===== config.mk =====
export PLATFORM = sky130hd
export DESIGN_NAME = radix2_mul
export DESIGN_NICKNAME = d
export VERILOG_FILES = /design/src/rtl/radix2_pkg.sv /design/src/rtl/radix2_cneg.sv /design/src/rtl/radix2_mul.sv
export SDC_FILE = /design/constraint.sdc
export NUM_CORES = 1
export LEC_CHECK = 0
export ABC_AREA = 1
export CORE_ASPECT_RATIO = 1.2
export CORE_UTILIZATION = 50
export DETAILED_ROUTE_END_ITERATION = 8
export MAX_ROUTING_LAYER = met4
export PLACE_DENSITY_LB_ADDON = 0.25
export SLEW_MARGIN = 10
export SYNTH_ARGS = -nofsm -noshare
export SYNTH_HDL_FRONTEND = slang
export SYNTH_SLANG_ARGS = --single-unit

===== constraint.sdc =====
create_clock -name clk -period 1.69 [get_ports clk]
set_input_delay 0.338 -clock clk [delete_from_list [all_inputs] [get_ports clk]]
set_output_delay 0.338 -clock clk [all_outputs]
set_load 0.03 [all_outputs]

===== src/rtl/radix2_pkg.sv =====
// Shared definitions for the radix-2 multiplier and divider datapath blocks.
// Holds the FSM state encoding, the default operand width and the counter sizing helper.
package radix2_pkg;

    localparam int DEFAULT_WIDTH = 8;

    typedef enum logic [1:0] {
        S_IDLE = 2'd0,
        S_BUSY = 2'd1,
        S_DONE = 2'd2
    } state_t;

    // The iteration counter must be able to hold the value WIDTH itself.
    function automatic int cnt_width(input int w);
        return $clog2(w + 1);
    endfunction

endpackage


===== src/rtl/radix2_cneg.sv =====
// Combinational conditional two's-complement negate.
// Used for operand magnitudes on the way in and for the sign fix on the way out.
module radix2_cneg #(
    parameter int W = 8
) (
    input  logic         neg,
    input  logic [W-1:0] a,
    output logic [W-1:0] y
);

    assign y = neg ? (~a + W'(1)) : a;

endmodule


===== src/rtl/radix2_mul.sv =====
// Sequential radix-2 shift-add multiplier retiring one multiplier bit per cycle.
// Operates on magnitudes and applies the product sign on the transition into DONE.
module radix2_mul
    import radix2_pkg::*;
#(
    parameter int WIDTH = DEFAULT_WIDTH
) (
    input  logic               clk,
    input  logic               rst_n,
    input  logic               sign,
    input  logic [WIDTH-1:0]   multiplicand,
    input  logic [WIDTH-1:0]   multiplier,
    input  logic               opn_valid,
    output logic               opn_ready,
    output logic               res_valid,
    input  logic               res_ready,
    output logic [2*WIDTH-1:0] result
);

    localparam int CW = cnt_width(WIDTH);

    state_t               state;
    state_t               state_next;
    logic [CW-1:0]        count;
    logic [WIDTH-1:0]     acc;
    logic [WIDTH-1:0]     mplr;
    logic [WIDTH-1:0]     mcand;
    logic                 neg;
    logic [WIDTH-1:0]     abs_a;
    logic [WIDTH-1:0]     abs_b;
    logic [WIDTH:0]       sum;
    logic [2*WIDTH-1:0]   fixed_prod;
    logic                 iter_done;

    radix2_cneg #(.W(WIDTH)) u_abs_a (
        .neg (sign & multiplicand[WIDTH-1]),
        .a   (multiplicand),
        .y   (abs_a)
    );

    radix2_cneg #(.W(WIDTH)) u_abs_b (
        .neg (sign & multiplier[WIDTH-1]),
        .a   (multiplier),
        .y   (abs_b)
    );

    radix2_cneg #(.W(2 * WIDTH)) u_fix (
        .neg (neg),
        .a   ({acc, mplr}),
        .y   (fixed_prod)
    );

    assign iter_done = (count == CW'(WIDTH));
    assign opn_ready = (state == S_IDLE);
    assign res_valid = (state == S_DONE);

    // The extra top bit of the sum keeps the carry so the shift never loses it.
    assign sum = {1'b0, acc} + ({1'b0, mcand} & {(WIDTH + 1){mplr[0]}});

    always_ff @(posedge clk or negedge rst_n) begin
        if (!rst_n) begin
            state <= S_IDLE;
        end else begin
            state <= state_next;
        end
    end

    always_comb begin
        state_next = state;
        case (state)
            S_IDLE:  if (opn_valid) state_next = S_BUSY;
            S_BUSY:  if (iter_done) state_next = S_DONE;
            S_DONE:  if (res_ready) state_next = S_IDLE;
            default: state_next = S_IDLE;
        endcase
    end

    always_ff @(posedge clk or negedge rst_n) begin
        if (!rst_n) begin
            count  <= '0;
            acc    <= '0;
            mplr   <= '0;
            mcand  <= '0;
            neg    <= 1'b0;
            result <= '0;
        end else begin
            case (state)
                S_IDLE: begin
                    if (opn_valid) begin
                        mcand <= abs_a;
                        mplr  <= abs_b;
                        acc   <= '0;
                        count <= '0;
                        neg   <= sign & (multiplicand[WIDTH-1] ^ multiplier[WIDTH-1]);
                    end
                end
                S_BUSY: begin
                    if (iter_done) begin
                        result <= fixed_prod;
                    end else begin
                        acc   <= sum[WIDTH:1];
                        mplr  <= {sum[0], mplr[WIDTH-1:1]};
                        count <= count + CW'(1);
                    end
                end
                default: begin
                end
            endcase
        end
    end

endmodule

After elaboration in Yosys (flattened, before gate mapping). Cells that the tools add are included.

Add/subtract/negate cells: 5. Eq/ne operators: 7. Mux-type cells: 16. Bitwise gates (word level): 8. Reductions and logical operators: 6.

Operators by type and width (number): two-way mux 8 bit (6); one-hot mux 8 bit (2 select lines) (2); adder 16 x 1 -> 16 bit (second input constant) (1); adder 8 x 1 -> 8 bit (second input constant) (2); two-way mux 16 bit (1); inverter 16 bit (1); inverter 8 bit (2); adder 8 x 9 -> 9 bit (1); bitwise AND 8 x 9 -> 9 bit (1); two-way mux 4 bit (2); one-hot mux 4 bit (2 select lines) (1); two-way mux 2 bit (3); != test 2 bit (second input constant) (3); one-hot mux 2 bit (3 select lines) (1); AND reduction 3 bit (2); adder 4 x 1 -> 4 bit (second input constant) (1); equality test 4 bit (second input constant) (1); AND reduction 2 bit (2); bitwise AND 1 bit (3); equality test 2 x 1 -> 1 bit (second input constant) (1); equality test 2 bit (second input constant) (1); logical NOT 2 bit (1); != test 2 x 1 -> 1 bit (second input constant) (1); nonzero test 2 bit (1); bitwise XOR 1 bit (1).

Register bits: 47. Input bits: 21. Output and inout port bits: 18. Logic and storage cells: 49.

Longest topological paths before layout. Gate-level depths: netlist of run 1.

Depth in word-level cells: 5. Depth in mapped cells: 12. Gate-level depth less buffers: 11.

Hierarchy. A second synthesis of run 1 with hierarchy kept.

Cell total of the unflattened synthesis: 426. Area total of the unflattened synthesis: 3225.6 um^2.

Modules (own cells, without submodules): radix2_mul (instances 1, cells each 259, area each 2387.3 um^2, seq. area each 1176.1 um^2); radix2_cneg at u_fix (instances 1, cells each 89, area each 447.9 um^2, seq. area each 0.0 um^2); radix2_cneg at u_abs_a ... (instances 2, cells each 39, area each 195.2 um^2, seq. area each 0.0 um^2).

Worst setup path after synthesis of run 1. OpenSTA, ideal clock, no wires.

Path type: register to register. Start: register state[0]. End: register mplr[7]. Setup time: 124 ps. Arrival: 1649 ps. Required time: 1566 ps. Slack: -83 ps. Cell stages (with the launch flop): 8. Buffers on the path: 1. Clock period less this slack: 1773 ps. Path through: dfrtp_1 > nor2_1 > nand2_1 > nand2_4 > inv_2 > buf_6 > a21oi_1 > a21oi_1.

Cells in the longest elaborated chain, start to end: 3. Elaborated cells on any way between the ends: 7. Those cells by class: eq/ne: 3; mux: 1; reduce/logical: 3.

Ends and longest elaborated chain: start: declaration (line radix2_mul.sv:22) `state_t state;`; start signal: assignment (line radix2_mul.sv:64) `state <= state_next;`; logical NOT 2 bit (*); via opn_ready (line radix2_mul.sv:14) `output logic opn_ready,`; != test 2 bit (no source line) or nonzero test 2 bit (tied branches); AND reduction 3 bit (no source line); end signal: assignment (line radix2_mul.sv:91) `mplr <= abs_b;`; end signal: assignment (line radix2_mul.sv:102) `mplr <= {sum[0], mplr[WIDTH-1:1]};`; end: declaration (line radix2_mul.sv:26) `logic [WIDTH-1:0] mplr;`.

Mark *: on every way through the listed nets, which the timed path passes. The rest lies on a longest branch. A chain may end at the register's enable or synchronous reset.

Final worst setup path of run 1.
Start: register mplr[0]. End: register acc[4].

Cells in the longest elaborated chain, start to end: 4.

Ends and longest elaborated chain: bitwise AND 8 x 9 -> 9 bit (line radix2_mul.sv:58) `assign sum = {1'b0, acc} + ({1'b0, mcand} & {(WIDTH + 1){mplr[0]}});`; adder 8 x 9 -> 9 bit (line radix2_mul.sv:58); two-way mux 8 bit (line radix2_mul.sv:98) `if (iter_done) begin`; one-hot mux 8 bit (2 select lines) (line radix2_mul.sv:87) `case (state)`; end signal: assignment (line radix2_mul.sv:101) `acc <= sum[WIDTH:1];`; end: declaration (line radix2_mul.sv:25) `logic [WIDTH-1:0] acc;`.

Every way passes these cells. The select of a mux whose other input is x is not followed.

==> results of run 1 <==
-- timing repair --
item,in CTS,in global routing
setup endpoints to repair,6,44
hold buffers,1,0
hold endpoints to repair,18,0
pin swaps,1,7
resized for setup,8,50
gates cloned,0,2
buffers inserted,1,2
-- final timing paths --
| path | depth (start not counted) | endpoint |
|---|---|---|
| min in group asynchronous | 2 | result[3] |
| max reg2reg | 10 | acc[4] |
| max in group asynchronous | 3 | acc[2] |
| min | 2 | result[9] |
| min reg2reg | 2 | result[9] |
| max | 10 | acc[4] |
-- Yosys cell counts (2+ instances only) --
cell type / n / area share
o221ai_1: 2 / 0.0060
inv_1: 47 / 0.060
nand3_1: 36 / 0.062
nand2_4: 2 / 0.0077
buf_2: 5 / 0.0086
ha_1: 13 / 0.056
clkbuf_1: 2 / 0.0026
o22ai_1: 3 / 0.0064
a21oi_2: 2 / 0.0060
nand4_1: 3 / 0.0064
nand2_1: 120 / 0.15
o21ai_1: 3 / 0.0051
a21oi_1: 19 / 0.033
o21ai_0: 28 / 0.048
o211ai_1: 3 / 0.0077
xor2_1: 10 / 0.030
a31oi_1: 2 / 0.0043
nor3_1: 2 / 0.0034
nor2_1: 34 / 0.044
dfrtp_1: 47 / 0.40
-- critical path: stages (launching register included) --
cell and delay, ns:
dfrtp_1 0.40, buf_4 0.16, nand2_1 0.06, inv_1 0.07, ha_4 0.24, a21oi_2 0.18, nand2_2 0.10, nand2_1 0.06
nand2_1 0.08, nor2_1 0.13, o21ai_1 0.09
-- final cells by class --
cell class,count,area (sq um)
clock buffers,6,72.6
fillers,452,1830
multi-input cells,295,1640
flip-flops and latches,47,1180
inverters,49,190
well taps,64,80.1
repair inverters,2,15.0
repair buffers,61,601
clock inverters,1,30.0
-- per-layer routing --
metal  GRT usage  up-vias
met5           -        -
met4      0.0820        0
met3      0.0329       14
met2       0.429       96
met1       0.305     1258
li1            -     1411
-- flip-flops by register name (all words and copies together), names as in the netlist --
name    cells
neg         1
mplr        8
result     16
count       4
mcand       8
acc         8
state       2
-- layout by cell type, fill, tap and decap left out, drive strengths merged --
cell type	netlist	final
nand3b	1	1
nand3	36	36
nor2	35	35
dlymetal6s2s	0	16
xnor2	1	1
o21bai	1	1
a21o	1	1
o21a	1	1
dfrtp	47	47
nand4	3	3
ha	13	13
fa	1	1
dlygate4sd3	0	1
o21ai	32	32
bufinv	0	1
clkbuf	2	8
inv	49	48
clkinvlp	0	3
o221ai	2	2
a21oi	21	21
o211ai	3	3
xor2	10	10
nand2	123	123
buf	6	23
nor3	2	2
or2	1	1
a31oi	2	2
clkdlybuf4s50	0	19
o22ai	3	3
o31ai	2	2
a22oi	1	1
-- report_power, final --
part | leakage (nW) | switching [mW] | total [mW] | internal, mW
Clock | 0.0513 | 0.360 | 0.794 | 0.434
Sequential | 0.585 | 0.459 | 2.12 | 1.66
Combinational | 1.44 | 2.37 | 4.01 | 1.64
-- stage by stage --
step                instances  cell area, sq um
floorplan                 399              2920
global route              525              3800
global placement          512              3490
detailed placement        512              3490
finish                    525              3800
CTS                       521              3640
-- kinds of logic (layout without fill, tap and decap cells) --
group                    after synthesis  after routing  share of synthesized area
AND/OR/NAND/NOR                      201            201                      0.286
AO/OA/AOI/OAI                         69             69                      0.136
buffers and inverters                 57            119                     0.0789
flip-flops                            47             47                      0.403
adder cells (fa/ha/maj)               14             14                     0.0626
XOR/XNOR                              11             11                     0.0330
==> results.md, run 1 <==
- Num rows: 30
- Clock Tree Buf Depth: 2
- # nets final: 496
- Final core utilization: 0.675
- Core footprint: 5630 sq um
- Top sig layer: met4
- Final ANT Viol Nets: 0
- Io pins: 39
- Final Power: 6.93 mW
- Setup violators final: 0
- LEAKAGE: 2.07 nW
- Sum Neg Setup Slack: 0 ns
- Remaining Overflow, GRT: 0
- DR vias: 2779
- RSZ-0062 raised after global routing: yes
- Synth warnings: 0
- Critical-path maximum fanout: 6
- Seq/Total Area, Yosys: 0.403
- Post-DP HPWL: 5.25 mm
- Fraction of layout cells with a size suffix above 1: 0.150
- Crit Path Class: reg2reg
- Max Slew Vio Count: 0
- Remaining DRCs: 0
- Total GRT Usage: 0.251
- Die W: 71.8 um
- Min Hold Slack: 0.486 ns
- Final WS setup: 0.0158 ns
- Max cap viols: 0
- Via density: 5.29
- Fin. Hold Viols: 0
- Root buf cell: clkbuf_8
- Status: finished clean
- Die Area: 6150 sq um
- # port buffers: 38
- Crit. Startpoint: mplr[0]
- Critical path arrival: 1.86 ns
- FF+latch count, synth: 47
- Die height: 85.7 um
- # H-tree levels: 2
- Mapped Area: 2920 sq um
- Worst Min Path Start: result[9]
- HP Class: reg2reg
- DRT iter0 DRCs: 192
- Reg-to-reg slack, setup: 0.02 ns
- Post-layout minimum cycle time: 1.67 ns
- Syn_area_per_cell: 7.32 sq um
- First-pass GRT wire length: 11.9 mm
- Routed wl met3: 350 um
- CP Data Required Time: 1.88 ns
- Syn nets: 434
- Worst setup EP type: flop
- Pre-antenna DRT Iters: 4
- Share of flip-flops with an asynchronous set or reset: 1.00
- CP startpoint kind: flop
- Slew margin rel.: 0.703
- Vias in the first global route: 2675
- Clk slew on worst S/H paths: 0.09 ns
- Gpl congestion: 0.879
- RR Startpoint: mplr[0]
- Clock sink count: 47
- Fmax: 0.597 GHz
- Antenna diodes: 0
- Gate Count Post-Synth: 399
- Slew of the pin with the lowest slew margin: 0.446 ns
- Maximum VDD drop: 0.000695 V
- Area Growth Syn to Fin: 30.2%
- Setup Skew: 0.00858 ns
- Num CTS Buffers: 5
- Met2 wire length: 3.65 mm
- DRT Wirelength: 7.21 mm
- Wirelength per Cell: 13.7 um
- Clock Latency Late Sink: 0.30 ns
- Cell variety after synth: 36
- Initial Util: 0.518
- Dpl ws: -0.0143 ns
- Initial antenna violation count: 0
- Period Utilization, post-route: 0.991
- PD cells: 1820 nW/um^2
- EDFF count, synth: 0
- CTS tree: done
- Synth Flop Type: dfrtp_1
- M1 wire length: 3.06 mm
- Largest net degree at the start of global routing: 30
No activity file was read; power rests on OpenSTA's default activity.
==> run 2, diff against run 1 <==
--- a/config.mk
+++ b/config.mk
@@ -8,6 +8,7 @@
 export ABC_AREA = 1
 export CORE_ASPECT_RATIO = 1.2
 export CORE_UTILIZATION = 50
+export CTS_BUF_LIST = sky130_fd_sc_hd__clkbuf_4
 export DETAILED_ROUTE_END_ITERATION = 8
 export MAX_ROUTING_LAYER = met4
 export PLACE_DENSITY_LB_ADDON = 0.25
==> run 2 against run 1 <==
- die area did not move
- register-to-register slack about the same
- clock skew increased by 0.0076 ns
- largest power group unchanged
- global-route usage fell by 0.23 points
- critical path type unchanged
==> results.md, run 2 (synthesized netlist as in run 1, its figures left out) <==
- CTS tree: done
- DR vias: 2802
- Final ANT Viol Nets: 0
- Post-layout minimum cycle time: 1.68 ns
- Slew of the pin with the lowest slew margin: 0.442 ns
- Pre-antenna DRT Iters: 4
- Die W: 71.8 um
- Die height: 85.7 um
- DRT Wirelength: 7.25 mm
- Critical path cell sequence: inv_2 > ha_4 > nand2_2 > nor2_2 > inv_2 > nor2_4 > clkinvlp_4 > nand2_1 > nand2_1
- Post-DP HPWL: 5.25 mm
- Logic pwr share: 0.592
- First-pass GRT wire length: 11.8 mm
- Status: finished clean
- Die Area: 6150 sq um
- Remaining DRCs: 0
- # port buffers: 38
- Vias in the first global route: 2680
- CP startpoint kind: flop
- Setup violators final: 0
- Commonest cells after routing, fill and taps aside: 113 x nand2_1, 47 x dfrtp_1, 41 x inv_1, 34 x nand3_1, 31 x nor2_1
- Clock sink count: 47
- Reg2reg path depth: 9
- Crit Path Class: reg2reg
- Max Slew Vio Count: 0
- Period Utilization, post-route: 0.994
- CP Data Required Time: 1.96 ns
- Sum Neg Setup Slack: 0 ns
- Final WS setup: 0.00977 ns
- Reg-to-reg slack, setup: 0.01 ns
- Most common cell after layout, fill and taps aside: nand2_1
- Switch share: 0.473
- CP peak stage delay: 0.43 ns
- # nets final: 497
- Max cap viols: 0
- Wirelength per Cell: 13.8 um
- Fmax: 0.595 GHz
- Initial antenna violation count: 0
- Area Growth Syn to Fin: 28.8%
- Critical-path maximum fanout: 10
- Num CTS Buffers: 5
- Fraction of layout cells with a size suffix above 1: 0.167
- Clk slew on worst S/H paths: 0.14 ns
- Clock network power share: 0.098
- Antenna diodes: 0
- PD cells: 1820 nW/um^2
- Initial Util: 0.518
- Num rows: 30
- Slew margin rel.: 0.705
- CP max stage cell: dfrtp_1
- Layout fillers: 460
- Clock Tree Buf Depth: 2
- Via density: 5.33
- Top reg by flops: result
- Total GRT Usage: 0.248
- Core footprint: 5630 sq um
- Max reg flops: 16
- Io pins: 39
- # H-tree levels: 2
- LEAKAGE: 1.91 nW
- Internal power: 3.60 mW
- HP Class: in2async
- Dpl ws: -0.0143 ns
- Worst setup EP type: flop
- RSZ-0062 raised after global routing: yes
- Setup Skew: 0.0162 ns
- Fraction of power consumed by sequential logic: 0.310
- Root buf cell: clkbuf_4
- Largest net degree at the start of global routing: 30
- Maximum VDD drop: 0.000715 V
- Clock Latency Late Sink: 0.36 ns
- Fin. Hold Viols: 0
- DRT iter0 DRCs: 209
- Final Power: 6.83 mW
- Critical path arrival: 1.95 ns
- Gpl congestion: 0.879
- Switch Pwr: 3.23 mW
- Remaining Overflow, GRT: 0
[run 2: cell count changes in the layout (fill, tap and decap cells not counted), moves of 2 or more]
cell and delta:
clkbuf_2 -2, clkbuf_4 +6, clkbuf_8 -5, dlygate4sd2_1 +16, dlymetal6s2s_1 -16, nand2_1 -2
nand2_2 +2
[run 2: area by class of cell]
cell class              count  area (sq um)  share of cell area
repair inverters            2          15.0             0.00399
flip-flops and latches     47          1180               0.313
inverters                  49           190              0.0506
clock inverters             1          30.0             0.00799
multi-input cells         295          1670               0.443
well taps                  64          80.1              0.0213
clock buffers               6          45.0              0.0120
repair buffers             62           558               0.148
[run 2: final timing paths]
check                           from          to
min                            rst_n   result[3]
min reg2reg                result[9]   result[9]
min in group clk           result[9]   result[9]
max reg2reg                 count[1]  result[15]
max in group asynchronous      rst_n    mcand[4]
max                         count[1]  result[15]
[run 2: routing by layer]
| metal | part of all wire | vias to the layer above | routed length (um) | global-route usage |
|---|---|---|---|---|
| li1 | - | 1419 | - | - |
| met1 | 0.43 | 1266 | 3090 | 0.299 |
| met2 | 0.50 | 103 | 3650 | 0.428 |
| met3 | 0.051 | 14 | 368 | 0.0329 |
| met4 | 0.019 | 0 | 136 | 0.0820 |
| met5 | 0 | - | 0 | - |
[run 2: power groups by stage]
| stage | registers (mW) | logic, mW | clock network [mW] |
|---|---|---|---|
| floorplan | 2.38 | 2.19 | 0 |
| global placement | 2.08 | 3.57 | 0 |
| detailed placement | 2.10 | 3.64 | 0 |
| CTS | 2.08 | 3.63 | 0.681 |
| global route | 2.19 | 4.49 | 0.716 |
| finish | 2.12 | 4.04 | 0.669 |
[run 2: per-stage QoR]
stage,util,hold WS (ns),cells,instance area [sq um]
after floorplan,-,0.0424,399,2920
after global placement,0.620,0.307,512,3490
after detailed placement,0.620,0.309,512,3490
after CTS,0.640,0.441,522,3600
after global routing,0.668,0.477,526,3760
final,0.668,0.427,526,3760
[run 2: what timing repair did]
| item | CTS | global route |
|---|---|---|
| setup endpoints to repair | 24 | 30 |
| cloned | 0 | 2 |
| hold endpoints to repair | 18 | 0 |
| hold buffers | 1 | 0 |
| resized for setup | 28 | 40 |
| pin swaps | 3 | 9 |
| setup buffers | 2 | 3 |
[run 2: worst max-delay path: cells and delay by family (launching register included)]
kind          cells  cell delay, ns
fa+ha+maj         1            0.13
buf+inv           3            0.45
flops             1            0.43
simple gates      5            0.59
==> run 3, diff against run 2 <==
--- a/config.mk
+++ b/config.mk
@@ -7,8 +7,9 @@
 export LEC_CHECK = 0
 export ABC_AREA = 1
 export CORE_ASPECT_RATIO = 1.2
+export CORE_MARGIN = 5
 export CORE_UTILIZATION = 50
-export CTS_BUF_LIST = sky130_fd_sc_hd__clkbuf_4
+export CTS_BUF_LIST = sky130_fd_sc_hd__clkbuf_2
 export DETAILED_ROUTE_END_ITERATION = 8
 export MAX_ROUTING_LAYER = met4
 export PLACE_DENSITY_LB_ADDON = 0.25
==> run 3 against run 2 <==
- the run now ends with negative setup slack left
- largest power group unchanged
- largest cell class unchanged
- global-route usage shrank 5.0 points
- fmax shrank 1.4%
- highest routed layer unchanged
- total power shrank 3.9%
==> results.md, run 3 (synthesized netlist as in run 1, its figures left out) <==
- DRT Wirelength: 7.14 mm
- DR vias: 2802
- Switch Pwr: 3.16 mW
- Period Utilization, post-route: 1.01
- Fin. Hold Viols: 0
- LEAKAGE: 1.94 nW
- Slew of the pin with the lowest slew margin: 0.295 ns
- First-pass GRT wire length: 11.6 mm
- Commonest cells after routing, fill and taps aside: 112 x nand2_1, 47 x dfrtp_1, 44 x inv_1, 35 x nand3_1, 32 x nor2_1
- Logic pwr share: 0.617
- Violated checks: negative setup slack
- Post-layout minimum cycle time: 1.70 ns
- Crit. Startpoint: mplr[0]
- Clock sink count: 47
- Worst setup EP type: flop
- Slew margin rel.: 0.801
- Critical-path maximum fanout: 3
- RR Startpoint: mplr[0]
- Root buf cell: clkbuf_2
- Largest net degree at the start of global routing: 48
- Layout fillers: 495
- Clock Tree Buf Depth: 2
- Io pins: 39
- Setup Skew: 0.0119 ns
- CP startpoint kind: flop
- Setup violators final: 1
- Min Hold Slack: 0.398 ns
- Critical path cell sequence: nand2_1 > inv_1 > ha_2 > fa_2 > nand3_2 > nand2_2 > nand2_2 > nand2_2 > nand2_1 > nand2_1 > o21ai_1
- CTS tree: done
- HP Class: in2async
- Total GRT Usage: 0.199
- Fraction of layout cells with a size suffix above 1: 0.164
- Status: complete, but fails checks
- Placed Area: 3530 sq um
- Core footprint: 5670 sq um
- Maximum VDD drop: 0.000675 V
- Finished Layout Cells: 550
- Reg2reg end: acc[5]
- Internal power: 3.41 mW
- Initial antenna violation count: 0
- RSZ-0062 raised after global routing: yes
- Post-DP HPWL: 5.13 mm
- Most common cell after layout, fill and taps aside: nand2_1
- Via density: 5.09
- Final Power: 6.56 mW
- PD cells: 1740 nW/um^2
- CP peak stage delay: 0.45 ns
- Pre-antenna DRT Iters: 4
- Gpl congestion: 0.826
- Vias in the first global route: 2651
- Num rows: 30
- Clk slew on worst S/H paths: 0.21 ns
- Die height: 93.7 um
- Final core utilization: 0.666
- # port buffers: 38
- Critical path arrival: 2.07 ns
- Clock network power share: 0.065
- Initial Util: 0.515
- DRT iter0 DRCs: 147
- # nets final: 506
- Wirelength per Cell: 13.0 um
- Num CTS Buffers: 5
- Max Slew Vio Count: 0
- Final WS setup: -0.0145 ns
- CP Data Required Time: 2.05 ns
- Remaining Overflow, GRT: 0
- Cell Count Post-Placement: 530
- Crit Path Class: reg2reg
- Die Area: 7470 sq um
- Final ANT Viol Nets: 0
- Max reg flops: 16
- Fmax: 0.587 GHz
- Final instance area: 3770 sq um
- Clock Latency Late Sink: 0.41 ns
- Max cap viols: 0
- Switch share: 0.481
- Remaining DRCs: 0
- # H-tree levels: 2
- Antenna diodes: 0
- CP max stage cell: dfrtp_1
- Fraction of power consumed by sequential logic: 0.318
- Reg-to-reg slack, setup: -0.01 ns
- Area Growth Syn to Fin: 29.3%
- Die W: 79.8 um
- Reg2reg path depth: 11
- Top reg by flops: result
## run 3: changes by cell type in the layout (fill, tap and decap cells not counted), moves of 2 or more
cell      delta
clkbuf_2     +6
buf_4        +7
inv_2        -4
ha_4         -2
inv_1        +3
clkbuf_4     -6
o21ai_2      -2
## run 3: per-stage QoR
step                setup WS [ns]  setup TNS [ns]
global route              -0.0941          -0.433
CTS                       -0.0136         -0.0424
detailed placement        -0.0449          -0.147
global placement          -0.0247         -0.0247
finish                    -0.0145         -0.0145
floorplan                  0.0128               0
## run 3: per-layer routing
metal | part of all wire | GRT usage | wire (um)
met1 | 0.43 | 0.241 | 3100
met4 | 0.024 | 0.0718 | 172
met5 | 0 | - | 0
met3 | 0.045 | 0.0317 | 323
met2 | 0.50 | 0.334 | 3540
## run 3: power groups by stage
stage / clock network, mW / registers (mW) / logic (mW)
floorplan: 0 / 2.38 / 2.19
global placement: 0 / 2.08 / 3.56
detailed placement: 0 / 2.10 / 3.64
CTS: 0.432 / 2.07 / 3.62
global route: 0.478 / 2.16 / 4.51
finish: 0.426 / 2.09 / 4.05
## run 3: area by class of cell
type / count / area, sq um / share of cell area
clock buffers: 6 / 30.0 / 0.00796
multi-input cells: 295 / 1630 / 0.432
repair buffers: 70 / 619 / 0.164
inverters: 49 / 195 / 0.0517
flip-flops and latches: 47 / 1180 / 0.312
repair inverters: 3 / 22.5 / 0.00597
well taps: 80 / 100 / 0.0265
## run 3: worst max-delay path: cells and delay by family, from the launching register on
family | cells | cell delay, ns
fa+ha+maj | 2 | 0.55
compound gates | 1 | 0.13
flops | 1 | 0.45
buf+inv | 1 | 0.04
simple gates | 7 | 0.51
## run 3: how the worst max path moves through the flow
| stage | to | slack [ns] | cells after the start |
|---|---|---|---|
| floorplan | acc[7] | 0.01 | 11 |
| global placement | mcand[4] | -0.02 | 6 |
| global route | acc[5] | -0.09 | 11 |
| finish | acc[5] | -0.01 | 11 |
| CTS | result[9] | -0.01 | 9 |
| detailed placement | mcand[4] | -0.04 | 6 |
## run 3: what timing repair did
action	CTS	global route
pin swaps	1	13
hold endpoints to repair	47	0
cloned	2	1
hold buffers	1	0
setup endpoints to repair	29	33
resized for setup	32	34
setup buffers	0	10
